$ cat src/rtl/pipelined_add_sub_if.sv
// Stream interface for pipelined_add_sub.
//   in_valid/in_ready : operation handshake, payload a, b, sub
//   out_valid/out_ready : result handshake, payload sum, cout, ovf
// master : drives operations and consumes results (the environment)
// slave  : accepts operations and produces results (the adder block)
interface pipelined_add_sub_if #(
  parameter int unsigned WIDTH = 16
);
  logic             in_valid;
  logic             in_ready;
  logic [WIDTH-1:0] a;
  logic [WIDTH-1:0] b;
  logic             sub;
  logic             out_valid;
  logic             out_ready;
  logic [WIDTH-1:0] sum;
  logic             cout;
  logic             ovf;

  modport master (
    output in_valid, a, b, sub, out_ready,
    input  in_ready, out_valid, sum, cout, ovf
  );

  modport slave (
    input  in_valid, a, b, sub, out_ready,
    output in_ready, out_valid, sum, cout, ovf
  );
endinterface

$ cat src/rtl/pipelined_add_sub.sv
// Pipelined ripple-carry adder/subtractor.
// A WIDTH-bit add (sub=0) or subtract (sub=1) is split into STAGES slices of
// WIDTH/STAGES bits; each pipeline stage computes one slice and registers the
// carry for the next. Whole-pipeline stall on out_valid & ~out_ready.
// Ports:
//   clk   : rising-edge clock
//   rst_n : asynchronous active-low reset, flushes all in-flight operations
//   io    : slave side of pipelined_add_sub_if
//           in_valid/in_ready/a/b/sub  -> operation in
//           out_valid/out_ready/sum/cout/ovf -> result out
//           cout = carry out (add) or NOT borrow (sub); ovf = signed overflow
module pipelined_add_sub #(
  parameter int unsigned WIDTH  = 16,
  parameter int unsigned STAGES = 4
) (
  input  logic                  clk,
  input  logic                  rst_n,
  pipelined_add_sub_if.slave    io
);

  // Reject illegal geometries at elaboration.
  if (WIDTH < 2 || WIDTH > 64 || STAGES < 1 || STAGES > WIDTH ||
      (WIDTH % STAGES) != 0) begin : g_param_check
    $fatal(1, "pipelined_add_sub: illegal WIDTH/STAGES combination");
  end

  localparam int unsigned SW  = WIDTH / STAGES;
  localparam int unsigned SWP = SW + 1;

  // Every stage advances together; a full, stalled output freezes everything.
  logic adv_c;
  assign adv_c       = io.out_ready | ~io.out_valid;
  assign io.in_ready = adv_c;

  for (genvar k = 0; k < STAGES; k++) begin : g_stage
    localparam int unsigned LO  = k * SW;       // result bits already produced
    localparam int unsigned HI  = LO + SW;      // result bits after this stage
    localparam int unsigned RIN = WIDTH - LO;   // operand bits still pending

    logic [RIN-1:0] a_in;
    logic [RIN-1:0] b_in;
    logic           c_in;
    logic           v_in;
    logic [SW:0]    slice_c;
    logic [HI-1:0]  res_d;
    logic [HI-1:0]  res_q;
    logic           c_d;
    logic           c_q;
    logic           v_d;
    logic           v_q;

    if (k == 0) begin : g_src
      // b is conditionally inverted at capture; carry-in of sub makes A+~B+1.
      assign a_in = io.a;
      assign b_in = io.b ^ {WIDTH{io.sub}};
      assign c_in = io.sub;
      assign v_in = io.in_valid;
      always_comb res_d = slice_c[SW-1:0];
    end else begin : g_src
      assign a_in = g_stage[k-1].g_fwd.a_q;
      assign b_in = g_stage[k-1].g_fwd.b_q;
      assign c_in = g_stage[k-1].c_q;
      assign v_in = g_stage[k-1].v_q;
      always_comb res_d = {slice_c[SW-1:0], g_stage[k-1].res_q};
    end

    // One slice of the ripple chain, using the low pending operand bits.
    always_comb begin
      slice_c = {1'b0, a_in[SW-1:0]} + {1'b0, b_in[SW-1:0]} + SWP'(c_in);
      c_d     = slice_c[SW];
      v_d     = v_in;
    end

    always_ff @(posedge clk or negedge rst_n) begin
      if (!rst_n) begin
        v_q   <= 1'b0;
        c_q   <= 1'b0;
        res_q <= '0;
      end else if (adv_c) begin
        v_q   <= v_d;
        c_q   <= c_d;
        res_q <= res_d;
      end
    end

    if (k < STAGES - 1) begin : g_fwd
      localparam int unsigned ROUT = RIN - SW;
      logic [ROUT-1:0] a_d;
      logic [ROUT-1:0] a_q;
      logic [ROUT-1:0] b_d;
      logic [ROUT-1:0] b_q;

      // Forward only the operand bits later stages still need.
      always_comb begin
        a_d = a_in[RIN-1:SW];
        b_d = b_in[RIN-1:SW];
      end

      always_ff @(posedge clk or negedge rst_n) begin
        if (!rst_n) begin
          a_q <= '0;
          b_q <= '0;
        end else if (adv_c) begin
          a_q <= a_d;
          b_q <= b_d;
        end
      end
    end else begin : g_last
      logic ovf_d;
      logic ovf_q;

      // Carry into the MSB is recovered as a^b^sum at that bit.
      always_comb ovf_d = a_in[RIN-1] ^ b_in[RIN-1] ^ slice_c[SW-1] ^ slice_c[SW];

      always_ff @(posedge clk or negedge rst_n) begin
        if (!rst_n) begin
          ovf_q <= 1'b0;
        end else if (adv_c) begin
          ovf_q <= ovf_d;
        end
      end
    end
  end

  assign io.out_valid = g_stage[STAGES-1].v_q;
  assign io.sum       = g_stage[STAGES-1].res_q;
  assign io.cout      = g_stage[STAGES-1].c_q;
  assign io.ovf       = g_stage[STAGES-1].g_last.ovf_q;

endmodule
$ cat src/flat_wrapper.sv
// flat-port wrapper written by rule: the top's interface ports become plain ports
module pipelined_add_sub_flat 
#(
  parameter int unsigned WIDTH  = 16,
  parameter int unsigned STAGES = 4
)
  (clk, rst_n, io_in_valid, io_a, io_b, io_sub, io_out_ready, io_in_ready, io_out_valid, io_sum, io_cout, io_ovf);
  pipelined_add_sub_if #(.WIDTH(WIDTH)) io_i ();
  input  logic clk;
  input  logic rst_n;
  input wire logic [$bits(io_i.in_valid)-1:0] io_in_valid;
  input wire logic [$bits(io_i.a)-1:0] io_a;
  input wire logic [$bits(io_i.b)-1:0] io_b;
  input wire logic [$bits(io_i.sub)-1:0] io_sub;
  input wire logic [$bits(io_i.out_ready)-1:0] io_out_ready;
  output wire logic [$bits(io_i.in_ready)-1:0] io_in_ready;
  output wire logic [$bits(io_i.out_valid)-1:0] io_out_valid;
  output wire logic [$bits(io_i.sum)-1:0] io_sum;
  output wire logic [$bits(io_i.cout)-1:0] io_cout;
  output wire logic [$bits(io_i.ovf)-1:0] io_ovf;
  assign io_i.in_valid = io_in_valid;
  assign io_i.a = io_a;
  assign io_i.b = io_b;
  assign io_i.sub = io_sub;
  assign io_i.out_ready = io_out_ready;
  assign io_in_ready = io_i.in_ready;
  assign io_out_valid = io_i.out_valid;
  assign io_sum = io_i.sum;
  assign io_cout = io_i.cout;
  assign io_ovf = io_i.ovf;
  pipelined_add_sub #(.WIDTH(WIDTH), .STAGES(STAGES)) u_core (.clk(clk), .rst_n(rst_n), .io(io_i));
endmodule
$ cat config.mk
export PLATFORM = sky130hd
export DESIGN_NAME = pipelined_add_sub_flat
export DESIGN_NICKNAME = d
export VERILOG_FILES = /design/src/rtl/pipelined_add_sub_if.sv /design/src/rtl/pipelined_add_sub.sv /design/src/flat_wrapper.sv
export SDC_FILE = /design/constraint.sdc
export NUM_CORES = 1
export LEC_CHECK = 0
export ABC_AREA = 1
export ABC_CLOCK_PERIOD_IN_PS = 2450
export BUFFER_PORTS_ARGS = -buffer_cell sky130_fd_sc_hd__buf_2
export CAP_MARGIN = 15
export CORE_ASPECT_RATIO = 0.8
export CORE_UTILIZATION = 57
export DETAILED_ROUTE_END_ITERATION = 8
export PLACE_DENSITY = 0.79
export RECOVER_POWER = 50
export SYNTH_ARGS = -nofsm -noshare
export SYNTH_HDL_FRONTEND = slang
export SYNTH_SLANG_ARGS = --single-unit
$ cat constraint.sdc
create_clock -name clk -period 2.45 [get_ports clk]
set_clock_uncertainty 0.2 [all_clocks]
set_input_delay 0.49 -clock clk [delete_from_list [all_inputs] [get_ports clk]]
set_output_delay 0.49 -clock clk [all_outputs]
set_load 0.005 [all_outputs]
==> Word-level counts from Yosys, hierarchy flattened <==
Cells that the tools add are included.
{ "classes": {"n_eq_ne": 0, "n_shift": 0, "mux": 0, "n_lt_le_gt_ge": 0, "bitwise_logic": 6, "n_reduce_logical": 0, "multipliers": 0, "n_div": 0, "n_addsub": 8} }
{ "ops": {"columns": ["op", "n"], "rows": [
  ["$add 4x4->5", 4],
  ["$add 5x1->5", 4],
  ["$xor 16x16->16", 1],
  ["$xor 1x1->1", 3],
  ["$not 1->1", 1],
  ["$or 1x1->1", 1]
]} }
{ "totals": {"output_inout_bits": 20, "ramBits": 0, "memories": 0, "inputBits": 37, "ff_bits": 97, "latch_bits": 0, "mem_bits_ro": 0, "wordCells": 33} }

==> Longest topological paths before layout <==
{ "logic_depth": {"depth_word": 4, "ltp_mapped": 12, "ltp_nobuf": 10} }

==> Worst setup path before layout <==
OpenSTA, ideal clock, no wires.
{ "synth_timing": {"kind": "input port to flip-flop", "from": "in io_sub", "to": "reg u_core.g_stage[0].res_q[3]", "t_arrival_ns": 1.712, "path_buffers": 2, "required_time_ns": 2.132, "setup_time_ns": 0.118, "path_slack_ns": 0.420, "cell_stages": 11, "cell_sequence": "buf_2 > buf_4 > xnor2_1 > inv_1 > ha_1 > nand2_1 > inv_1 > nand2_1 > nand3_1 > nand3_1 > nand2_1"} }
{ "synth_via": {"elab_chain_len": 3} }
{ "synth_rtl": {"columns": ["item", "line_no", "text"], "rows": [
  ["start, declared", "flat_wrapper.sv:14", "input wire logic [$bits(io_i.sub)-1:0] io_sub;"],
  ["$xor 16x16->16", "pipelined_add_sub.sv:55", "assign b_in = io.b ^ {WIDTH{io.sub}};"],
  ["$add 4x4->5", "pipelined_add_sub.sv:69", "slice_c = {1'b0, a_in[SW-1:0]} + {1'b0, b_in[SW-1:0]} + SWP'(c_in);"],
  ["$add 5x1->5 *", "pipelined_add_sub.sv:69", null],
  ["end signal, assigned", "pipelined_add_sub.sv:82", "res_q <= res_d;"],
  ["end, declared", "pipelined_add_sub.sv:46", "logic [HI-1:0] res_q;"]
]} }
Every way passes the cells marked *; elsewhere a longest branch is shown, timed or not.
A chain may end at the register's enable or synchronous reset.

==> Final worst setup path <==
{ "layout_timing": {"from": "reg u_core.g_stage[0].g_fwd.b_q[0]", "to": "reg u_core.g_stage[1].c_q"} }
{ "layout_via": {"elab_chain_len": 2} }
{ "layout_rtl": {"columns": ["item", "line_no", "text"], "rows": [
  ["start, declared", "pipelined_add_sub.sv:91", "logic [ROUT-1:0] b_q;"],
  ["start signal, assigned", "pipelined_add_sub.sv:102", "b_q <= '0;"],
  ["start signal, assigned", "pipelined_add_sub.sv:105", "b_q <= b_d;"],
  ["$add 4x4->5", "pipelined_add_sub.sv:69", null],
  ["$add 5x1->5", "pipelined_add_sub.sv:69", null],
  ["end signal, assigned", "pipelined_add_sub.sv:77", "c_q <= 1'b0;"],
  ["end signal, assigned", "pipelined_add_sub.sv:81", "c_q <= c_d;"],
  ["end, declared", "pipelined_add_sub.sv:48", "logic c_q;"]
]} }
Every way passes these cells.

==> impl_metrics.env <==
export IMPL_ys_warn_count=0
export IMPL_post_route_period_util_pct=80.79
export IMPL_cts_path_max_buffers=2
export IMPL_endpoint_kind="flip-flop"
export IMPL_ys_ff_latch=97
export IMPL_syn_area_per_cell_um2=9.361
export IMPL_track_usage_pct=22.58
export IMPL_vias=3093
export IMPL_cpPeakStageDelay_ns=0.47
export IMPL_cp_slowest_cell="fa_1"
export IMPL_hold_viol=0
export IMPL_yosysUniqueCellTypes=22
export IMPL_final_cell_mix="nand2_1, dfrtp_1, o21ai_0, buf_2, inv_1"
export IMPL_fin_ws_ns=0.4707
export IMPL_numPortBuffers=56
export IMPL_final_common_cell="nand2_1"
export IMPL_rsz0062_at_grt="false"
export IMPL_path_common_cell="fa_1"
export IMPL_gr_total_overflow=0
export IMPL_grt_use_met1_pct=30.20
export IMPL_fp_dieW_um=99.28
export IMPL_grt_pass1_vias=2994
export IMPL_detail_route_antenna_nets=0
export IMPL_first_iter_violations=167
export IMPL_syn_area_mm2=0.004315
export IMPL_dr_pass1_iters=5
export IMPL_fin_cells=606
export IMPL_period_minus_slack_ns=1.979
export IMPL_max_freq_mhz=505.2
export IMPL_power_leakage_nw=2.511
export IMPL_worstPathMaxFanout=2
export IMPL_cap_violations=0
export IMPL_syn_num_nets=517
export IMPL_final_core_util_pct=68.34
export IMPL_cts_hold_buffers=1
export IMPL_arrival_ns=2.02
export IMPL_peakVddDrop_mv=0.4526
export IMPL_dp_hpwl_mm=5.558
export IMPL_relSlewSlack_pct=37.10
export IMPL_ios=57
export IMPL_setup_viol=0
export IMPL_grt_use_met3_pct=5.867
export IMPL_gr_usage_met2_pct=35.63
export IMPL_antenna_found_initial=0
export IMPL_grt_pass1_wl_mm=13.61
export IMPL_grt_max_degree=48
export IMPL_start_util_pct=60.83
export IMPL_fin_setup_tns_ns=0
export IMPL_insertedDiodeCount=0
export IMPL_clock_sinks=97
export IMPL_cp_start_kind="flip-flop"
export IMPL_hold_path_class="input pin to flip-flop"
export IMPL_critPathKind="flip-flop to flip-flop"
export IMPL_total_power_mw=5.802
export IMPL_design_core_area_mm2=0.007094
export IMPL_post_place_cells=590
export IMPL_path_clk_slew_ns=0.08
export IMPL_slew_violations=0
export IMPL_drc=0
export IMPL_yosysSeqAreaShare_pct=56.25
export IMPL_place_area_mm2=0.004642
export IMPL_cts_setup_buffers=0
export IMPL_worst_skew_pair_late_latency_ns=0.36
export IMPL_cts_tree="built"
export IMPL_required_ns=2.49
export IMPL_cts_resized_gates=0
export IMPL_clockRootBuffer="clkbuf_8"
export IMPL_drive_gt1_share_pct=15.41
export IMPL_die_area_mm2=0.007925
export IMPL_areaGrowthSynthToFinish_pct=12.35
export IMPL_rows=27
export IMPL_tightest_slew_ns=0.9435
export IMPL_place_gp_congestion=0.8135
export IMPL_powerDensity_mw_per_mm2=1197
export IMPL_syn_inst=461
export IMPL_synth_top_area_share_pct=56.25
export IMPL_die_h_um=79.83
export IMPL_yosysTopAreaCell="dfrtp_1"
export IMPL_avgRoutedWirePerCell_um=13.01
export IMPL_outcome="finished clean"
export IMPL_cts_max_level=3
export IMPL_grt_busiest_layer="met2"
export IMPL_numCtsBuffers=9
export IMPL_wl_mm=7.886
export IMPL_path_cells="fa_1 -> fa_1 -> nand2_1 -> inv_1 -> o21ai_0 -> a21oi_1"
export IMPL_synth_area_leaders="dfrtp_1, nand2_1, o21ai_0"
export IMPL_worst_hold_slack_ns=0.1282
export IMPL_design_area_mm2=0.004848
export IMPL_nNetsFinal=571
export IMPL_via_per_inst=5.104
export IMPL_pre_cts_ws_ns=0.4294
[worst max-delay path: cells and delay by family (launching register included)]
family	cells	cell delay, ns
fa+ha+maj	2	0.86
compound gates	2	0.27
flops	1	0.41
simple gates	1	0.07
buf+inv	1	0.05
[area by class of cell]
class	count	area, µm²
Sequential cell	97	2427
Fill cell	571	2246
Multi-Input combinational cell	294	1545
Timing Repair Buffer	66	375.4
Inverter	47	181.4
Clock buffer	12	145.1
Tap cell	87	108.9
Clock inverter	3	65.06
[sequential cells by signal, indices dropped and copies added, names as in the netlist]
signal                    count
u_core.io.sum                16
u_core.io.cout                1
u_core.g_stage.res_q         24
u_core.g_stage.g_fwd.b_q     24
u_core.g_stage.v_q            3
u_core.g_stage.c_q            3
u_core.io.ovf                 1
u_core.g_stage.g_fwd.a_q     24
u_core.io.out_valid           1
[cell usage after synthesis, drive strengths merged]
master and instances:
a21oi 7, buf 13, clkbuf 10, clkinv 1, dfrtp 97, fa 7
ha 12, inv 46, nand2 148, nand3 10, nand3b 4, nor2 11
o21ai 76, o31ai 1, or2 1, xnor2 9, xor2 8
[cell families after synthesis]
| kind of cell | share of synthesized area, % |
|---|---|
| xor gates and xnor gates | 3.450 |
| adders and majority gates | 6.726 |
| and+or+nand+nor | 15.83 |
| DFF | 56.25 |
| buffers and inverters | 7.858 |
| AOI/OAI and AO/OA | 9.887 |
[worst paths after layout]
path / slack, ns / cells past startpoint / from / to
max: 0.47 / 6 / u_core.g_stage[0].g_fwd.b_q[0]$_DFFE_PN0P_ / u_core.g_stage[1].c_q$_DFFE_PN0P_
min: 0.13 / 3 / io_a[15] / u_core.g_stage[0].g_fwd.a_q[11]$_DFFE_PN0P_
max reg2reg: 0.47 / 6 / u_core.g_stage[0].g_fwd.b_q[0]$_DFFE_PN0P_ / u_core.g_stage[1].c_q$_DFFE_PN0P_
min reg2reg: 0.25 / 2 / u_core.g_stage[2].v_q$_DFFE_PN0P_ / u_core.io.out_valid$_DFFE_PN0P_
max in group asynchronous: 0.58 / 3 / rst_n / u_core.io.ovf$_DFFE_PN0P_
min in group asynchronous: 0.62 / 2 / rst_n / u_core.g_stage[2].res_q[10]$_DFFE_PN0P_
[per-layer routing]
| metal | wire length [µm] | part of all wire, % | up-vias |
|---|---|---|---|
| met5 | 0 | 0 | - |
| li1 | - | - | 1544 |
| met2 | 3580 | 45 | 84 |
| met3 | 392 | 5.0 | 15 |
| met1 | 3778 | 48 | 1450 |
| met4 | 135 | 1.7 | 0 |
[report_power, final]
group | internal [mW] | switching [mW]
clock | 0.597 | 0.502
combinational | 0.822 | 1.22
sequential | 2.30 | 0.353
(Power assumes the default switching activity.)
